### src/rtl/alu_issue_ctrl.sv
// Single-entry ALU issue controller: holds one decoded instruction, checks it
// against a register scoreboard, and presents it to the ALU once hazard-free.
module alu_issue_ctrl #(
  parameter int xlen = 32
) (
  input  logic            clk,
  input  logic            rst_n,
  // decode side
  input  logic            in_v,
  output logic            in_ok,
  input  logic [2:0]      in_sub_unit,
  input  logic [3:0]      in_sel,
  input  logic [4:0]      in_rs1,
  input  logic [4:0]      in_rs2,
  input  logic [4:0]      in_rd,
  input  logic            in_imm,
  input  logic [xlen-1:0] in_immediate,
  // register file
  output logic [4:0]      rf_rs1_idx,
  output logic [4:0]      rf_rs2_idx,
  input  logic [xlen-1:0] rf_rs1_data,
  input  logic [xlen-1:0] rf_rs2_data,
  // ALU side
  output logic            iss_v,
  output logic [2:0]      iss_sub_unit,
  output logic [3:0]      iss_sel,
  output logic [xlen-1:0] iss_rs1,
  output logic [xlen-1:0] iss_rs2,
  output logic [4:0]      iss_rd,
  output logic            iss_imm,
  output logic [xlen-1:0] iss_immediate,
  input  logic            alu_ok_i,
  // writeback / control
  input  logic            wb_v,
  input  logic [4:0]      wb_rd,
  input  logic            flush,
  output logic [31:0]     busy_o,
  output logic [15:0]     stall_cnt
);

  typedef enum logic [1:0] {
    EMPTY    = 2'd0,
    WAIT_HAZ = 2'd1,
    WAIT_ALU = 2'd2
  } state_e;

  typedef struct packed {
    logic [2:0]      sub_unit;
    logic [3:0]      sel;
    logic [4:0]      rs1;
    logic [4:0]      rs2;
    logic [4:0]      rd;
    logic            imm;
    logic [xlen-1:0] immediate;
  } instr_t;

  // rs2 is not read when the immediate replaces it; rd is checked to keep WAW order.
  function automatic logic hazard_of(input instr_t ins, input logic [31:0] busy);
    return busy[ins.rs1] | (busy[ins.rs2] & ~ins.imm) | busy[ins.rd];
  endfunction

  state_e        state_q, state_d;
  instr_t        hold_q, hold_d;
  logic [31:0]   busy_q, busy_d;
  logic [15:0]   stall_cnt_q, stall_cnt_d;

  instr_t        in_instr;
  logic          held;
  logic          hazard;
  logic          fire;
  logic          accept;

  always_comb begin
    in_instr = '{sub_unit:  in_sub_unit,
                 sel:       in_sel,
                 rs1:       in_rs1,
                 rs2:       in_rs2,
                 rd:        in_rd,
                 imm:       in_imm,
                 immediate: in_immediate};
  end

  // Handshake and hazard decode; the check uses registered busy only, so a
  // writeback frees a waiting instruction one cycle later.
  always_comb begin
    held   = (state_q != EMPTY);
    hazard = held & hazard_of(hold_q, busy_q);
    iss_v  = held & ~hazard & ~flush;
    fire   = iss_v & alu_ok_i;
    in_ok  = ~flush & (~held | fire);
    accept = in_v & in_ok;
  end

  // ---------------- state register ----------------
  // NOTE: sequential state uses non-blocking assignments so every flop samples
  // the pre-edge value of every other flop, independent of block ordering.
  always_ff @(posedge clk or negedge rst_n) begin
    if (!rst_n) begin
      state_q     <= EMPTY;
      hold_q      <= '0;
      busy_q      <= '0;
      stall_cnt_q <= '0;
    end else begin
      state_q     <= state_d;
      hold_q      <= hold_d;
      busy_q      <= busy_d;
      stall_cnt_q <= stall_cnt_d;
    end
  end

  // ---------------- scoreboard, holding register, stall counter ----------------
  // NOTE: every variable assigned in a combinational block gets a default at the
  // top; a path that skips an assignment would otherwise infer a latch.
  always_comb begin
    busy_d = busy_q;
    if (wb_v && (wb_rd != 5'd0)) busy_d[wb_rd] = 1'b0;
    // Applied after the clear so an issue to the same register wins.
    if (fire && (hold_q.rd != 5'd0)) busy_d[hold_q.rd] = 1'b1;
    busy_d[0] = 1'b0;

    hold_d = hold_q;
    if (accept) hold_d = in_instr;

    stall_cnt_d = stall_cnt_q;
    if (hazard && (stall_cnt_q != 16'hFFFF)) stall_cnt_d = stall_cnt_q + 16'd1;
  end

  // ---------------- next-state ----------------
  // WAIT_HAZ/WAIT_ALU mirror whether the held instruction will see a hazard
  // against next cycle's busy vector.
  always_comb begin
    state_d = state_q;
    case (state_q)
      EMPTY: begin
        if (accept) state_d = hazard_of(in_instr, busy_d) ? WAIT_HAZ : WAIT_ALU;
      end
      WAIT_HAZ, WAIT_ALU: begin
        if (accept)    state_d = hazard_of(in_instr, busy_d) ? WAIT_HAZ : WAIT_ALU;
        else if (fire) state_d = EMPTY;
        else           state_d = hazard_of(hold_q, busy_d) ? WAIT_HAZ : WAIT_ALU;
      end
      default: state_d = EMPTY;
    endcase
    if (flush) state_d = EMPTY;
  end

  // ---------------- outputs ----------------
  always_comb begin
    rf_rs1_idx    = hold_q.rs1;
    rf_rs2_idx    = hold_q.rs2;
    iss_sub_unit  = hold_q.sub_unit;
    iss_sel       = hold_q.sel;
    iss_rd        = hold_q.rd;
    iss_imm       = hold_q.imm;
    iss_immediate = hold_q.immediate;
    // Register-file data is only meaningful while an instruction is held.
    iss_rs1       = held ? rf_rs1_data : '0;
    iss_rs2       = held ? rf_rs2_data : '0;
    busy_o        = busy_q;
    stall_cnt     = stall_cnt_q;
  end

endmodule

### config.mk
export PLATFORM = sky130hd
export DESIGN_NAME = alu_issue_ctrl
export DESIGN_NICKNAME = d
export VERILOG_FILES = /design/src/rtl/alu_issue_ctrl.sv
export SDC_FILE = /design/constraint.sdc
export NUM_CORES = 1
export LEC_CHECK = 0
export BUFFER_PORTS_ARGS = -buffer_cell sky130_fd_sc_hd__buf_2
export CAP_MARGIN = 15
export CORE_MARGIN = 1
export CORE_UTILIZATION = 54
export CTS_CLUSTER_DIAMETER = 60
export CTS_CLUSTER_SIZE = 8
export DETAILED_ROUTE_END_ITERATION = 10
export GPL_TIMING_DRIVEN = 1
export HOLD_SLACK_MARGIN = 0.12
export PLACE_DENSITY = 0.87
export RECOVER_POWER = 50
export SLEW_MARGIN = 0
export SYNTH_ARGS = -nofsm -noshare
export SYNTH_HDL_FRONTEND = slang
export SYNTH_SLANG_ARGS = --single-unit
### constraint.sdc
create_clock -name clk -period 5.8 [get_ports clk]
set_clock_uncertainty 0.2 [all_clocks]
set_input_delay 1.16 -clock clk [delete_from_list [all_inputs] [get_ports clk]]
set_output_delay 1.16 -clock clk [all_outputs]
set_load 0.02 [all_outputs]
==> metrics <==
Seq/Total Area, Yosys 34.2%; number of post-CTS setup repair buffers 0; clock-pin slew on the worst setup and hold paths around 0.07 ns; Distinct cells, synth slightly below 90; violations in the final reports max-capacitance violations, max-slew violations; layout net count 1,176; global-route wire length before repair between 40,000 and 50,000 um; Tot GR Track Use 38.2%; final-report setup violation count 0; via count of the first global-routing pass 7,453; kind of capture point of the worst setup path output pin; synthesized flop and latch total ~100; clock tree from TritonCTS yes; library cell used as clock root buffer sky130_fd_sc_hd__clkbuf_16; number of cells traversed by the worst hold path 1; DR vias approximately 8.0k; post-layout instance count excluding filler cells 1,224; placed wire-length estimate 20,300 um; depth of the worst register-to-register path 12; Reg2Reg Capture Point state_q[0]; number of maximum-capacitance violations 1; I/O pin count between 200 and 300; CTS buffer count 9; static power due to leakage between 4 and 5 nW; number of buffers on the longest clock path 2; Core ar. roughly 14,000 um^2; post-cts hold buffer count 0; worst rel slew slack -106%; start-to-end type of the worst setup path reg2out; maximum number of pins on one net before global-route repair around 70; share of the clock period used by the worst path after layout 85.4%; gate count after technology mapping around 770; routability congestion estimate 1.05; # DRC 0; number of inserted diodes 0; number of iterations in the first detailed-routing pass 6; library cell with the largest summed area after synthesis sky130_fd_sc_hd__dfrtp_1; worst reg2reg setup slack around 0.91 ns; Fmax achieved ~200 MHz; origin of the worst min-delay path stall_cnt[15]; Crit path max-delay family multiplexers; cells along the critical path mux4_1 -> mux4_2 -> nor2_1 -> a311o_4 -> and3_1 -> nand2_1 -> o21ai_0 -> buf_2; worst-skew pair later-pin latency about 0.35 ns; fraction of synthesis flops using an asynchronous set or reset pin between 90% and 100%; worst slew pin tran 3.09 ns; Placed Cells incl. Taps about 1.2k; net count after synthesis just over 900; post-synth design cell area 7600 um^2; detailed-route vias per instance 6.52; Congestion Overflow GR 0; worst setup path start rf_rs2_idx[1]; Synthesis Warnings 0; Worst EP arrival between 3 and 4 ns; Most used DFF post-synth sky130_fd_sc_hd__dfrtp_1; antenna violations before repair 0; proportion of layout cells with a drive suffix above 1 roughly 34%; Post-synth EDFFs 0; Hold Path Sink stall_cnt[15]; Pins Over Slew Limit about 60; per-cell routed wire length ~23 um; Resized cells post-CTS 0; Synth top area share 34.2%; Reg-to-Reg Start rf_rs2_idx[1]; iteration-0 DRC count of the detailed router about 1.2k; peak fanout along the critical path 19; Final Routed Wirelength ~28,000 um; result of the run finished with violations; hold violation total from the final report 0; antenna-violating nets left 0; initial core utilization roughly 56%; final critical-path required period slightly below 5 ns; area enclosed by the die boundary between 10,000 and 15,000 um^2; fraction of power consumed by sequential logic between 30 and 40%; RSZ-0062 raised after global routing false; clock sink count roughly 100; delay of the slowest cell on the worst path about 0.84 ns; Comb power frac between 50 and 60%; number of fillers in the final layout ~1.1k; cell at the slowest stage of the critical path sky130_fd_sc_hd__dfrtp_1; Critical path buffers and inverters 1; Total Neg Setup Slack 0 ns; horizontal extent of the die between 100 and 150 um; biggest area contributors in the synthesized netlist sky130_fd_sc_hd__dfrtp_1 34%, sky130_fd_sc_hd__mux2_2 8.7%, sky130_fd_sc_hd__mux4_2 7.4%; depth of the CTS H-tree 3; net switching power between 0.002 and 0.003 W; Power per Cell Area roughly 530 nW/um^2; portion of total power attributed to the clock network a little under an eighth; Net Sw Frac between 50% and 60%; sort of element at the start of the critical path flip-flop; data required time at the worst endpoint about 4.4 ns; most frequent cells after synthesis 104 x sky130_fd_sc_hd__dfrtp_1, 77 x sky130_fd_sc_hd__nor2b_1, 59 x sky130_fd_sc_hd__mux2_2, 53 x sky130_fd_sc_hd__nand2_1, 51 x sky130_fd_sc_hd__o21ai_0; Buffers on Ports about 300; synthesized area per cell a little under 10 um^2; cell internal power dissipation roughly 0.0024 W; path class of the lowest-slack min-delay path reg2reg; Max rail drop VDD between 0.0003 and 0.0004 V; height of the die about 120 um; row cnt between 40 and 50; synthesis-to-finish area growth 22.0%; most common cell in the synthesized netlist sky130_fd_sc_hd__dfrtp_1
power by group through the flow:
stage,clock network [W],logic [W],registers (W)
finish,0.000574,0.00286,0.00152
global route,0.000606,0.00301,0.00155
CTS,0.000578,0.00286,0.00148
detailed placement,0,0.00285,0.00149
global placement,0,0.00281,0.00147
floorplan,0,0.00181,0.00157
sequential cells by signal, indices dropped and copies added (netlist names):
register / count
state_q: 2
iss_immediate: 32
rf_rs2_idx: 5
iss_imm: 1
busy_o: 31
stall_cnt: 16
rf_rs1_idx: 5
iss_sel: 4
iss_sub_unit: 3
iss_rd: 5
per-layer routing:
metal	wire length [um]	part of all wire (%)	vias to the layer above	track usage, %
met5	0	0	-	0
met4	1520	5.5	0	19.8
met3	4040	15	143	13.3
met2	11800	43	681	55.1
met1	10200	37	3717	50.4
li1	-	-	3435	-
cell families after synthesis:
family	after synthesis	synth area share [%]
xor gates and xnor gates	14	1.61
DFF	104	34.2
and+or+nand+nor	288	21.8
other	1	0.0493
AOI/OAI and AO/OA	176	15.6
buffers and inverters	71	5.20
adders and majority gates	3	0.494
muxes	115	21.1
placed cells by master (no fill, tap or decap), types with 13 or more instances in the layout:
cell type / Yosys / layout
sky130_fd_sc_hd__nand2_1: 53 / 52
sky130_fd_sc_hd__inv_1: 13 / 13
sky130_fd_sc_hd__clkbuf_1: 29 / 87
sky130_fd_sc_hd__mux2i_1: 26 / 26
sky130_fd_sc_hd__buf_4: 4 / 15
sky130_fd_sc_hd__o21ai_0: 51 / 51
sky130_fd_sc_hd__nand3_1: 31 / 31
sky130_fd_sc_hd__buf_2: 5 / 212
sky130_fd_sc_hd__o21ai_1: 17 / 17
sky130_fd_sc_hd__dfrtp_1: 104 / 104
sky130_fd_sc_hd__nor2_1: 35 / 35
sky130_fd_sc_hd__mux2_2: 59 / 59
sky130_fd_sc_hd__nor2b_1: 77 / 77
sky130_fd_sc_hd__mux4_2: 25 / 25
sky130_fd_sc_hd__a21oi_1: 15 / 15
cell type report:
| cell class | instances | area (um^2) | share of cell area, % |
|---|---|---|---|
| multi-input combinational | 597 | 4610 | 49.7 |
| sequential | 104 | 2600 | 28.1 |
| timing repair buffer | 313 | 1500 | 16.2 |
| clock buffer | 11 | 233 | 2.51 |
| tap | 176 | 220 | 2.37 |
| inverter | 18 | 67.6 | 0.729 |
| clock inverter | 5 | 41.3 | 0.445 |
metrics by stage:
stage          power [W]  setup WS, ns  hold slack, ns  utilization [%]  cell area [um^2]
2_1_floorplan    0.00338          1.90           0.389                -              7600
3_3_place_gp     0.00428          1.23           0.277             67.5              9110
3_5_place_dp     0.00433          1.16           0.282             67.5              9110
4_1_cts          0.00492         0.915           0.294             69.5              9380
5_1_grt          0.00517         0.493           0.326             68.7              9270
6_report         0.00495         0.846           0.296             68.7              9270
how the worst max path moves through the flow:
stage	to	slack, ns	depth (start not counted)
floorplan	in_ok	1.90	8
global placement	iss_immediate[6]	1.23	9
detailed placement	iss_immediate[7]	1.16	9
CTS	in_ok	0.92	8
global route	busy_o[31]	0.49	2
finish	in_ok	0.85	8
(Power assumes the default switching activity.)
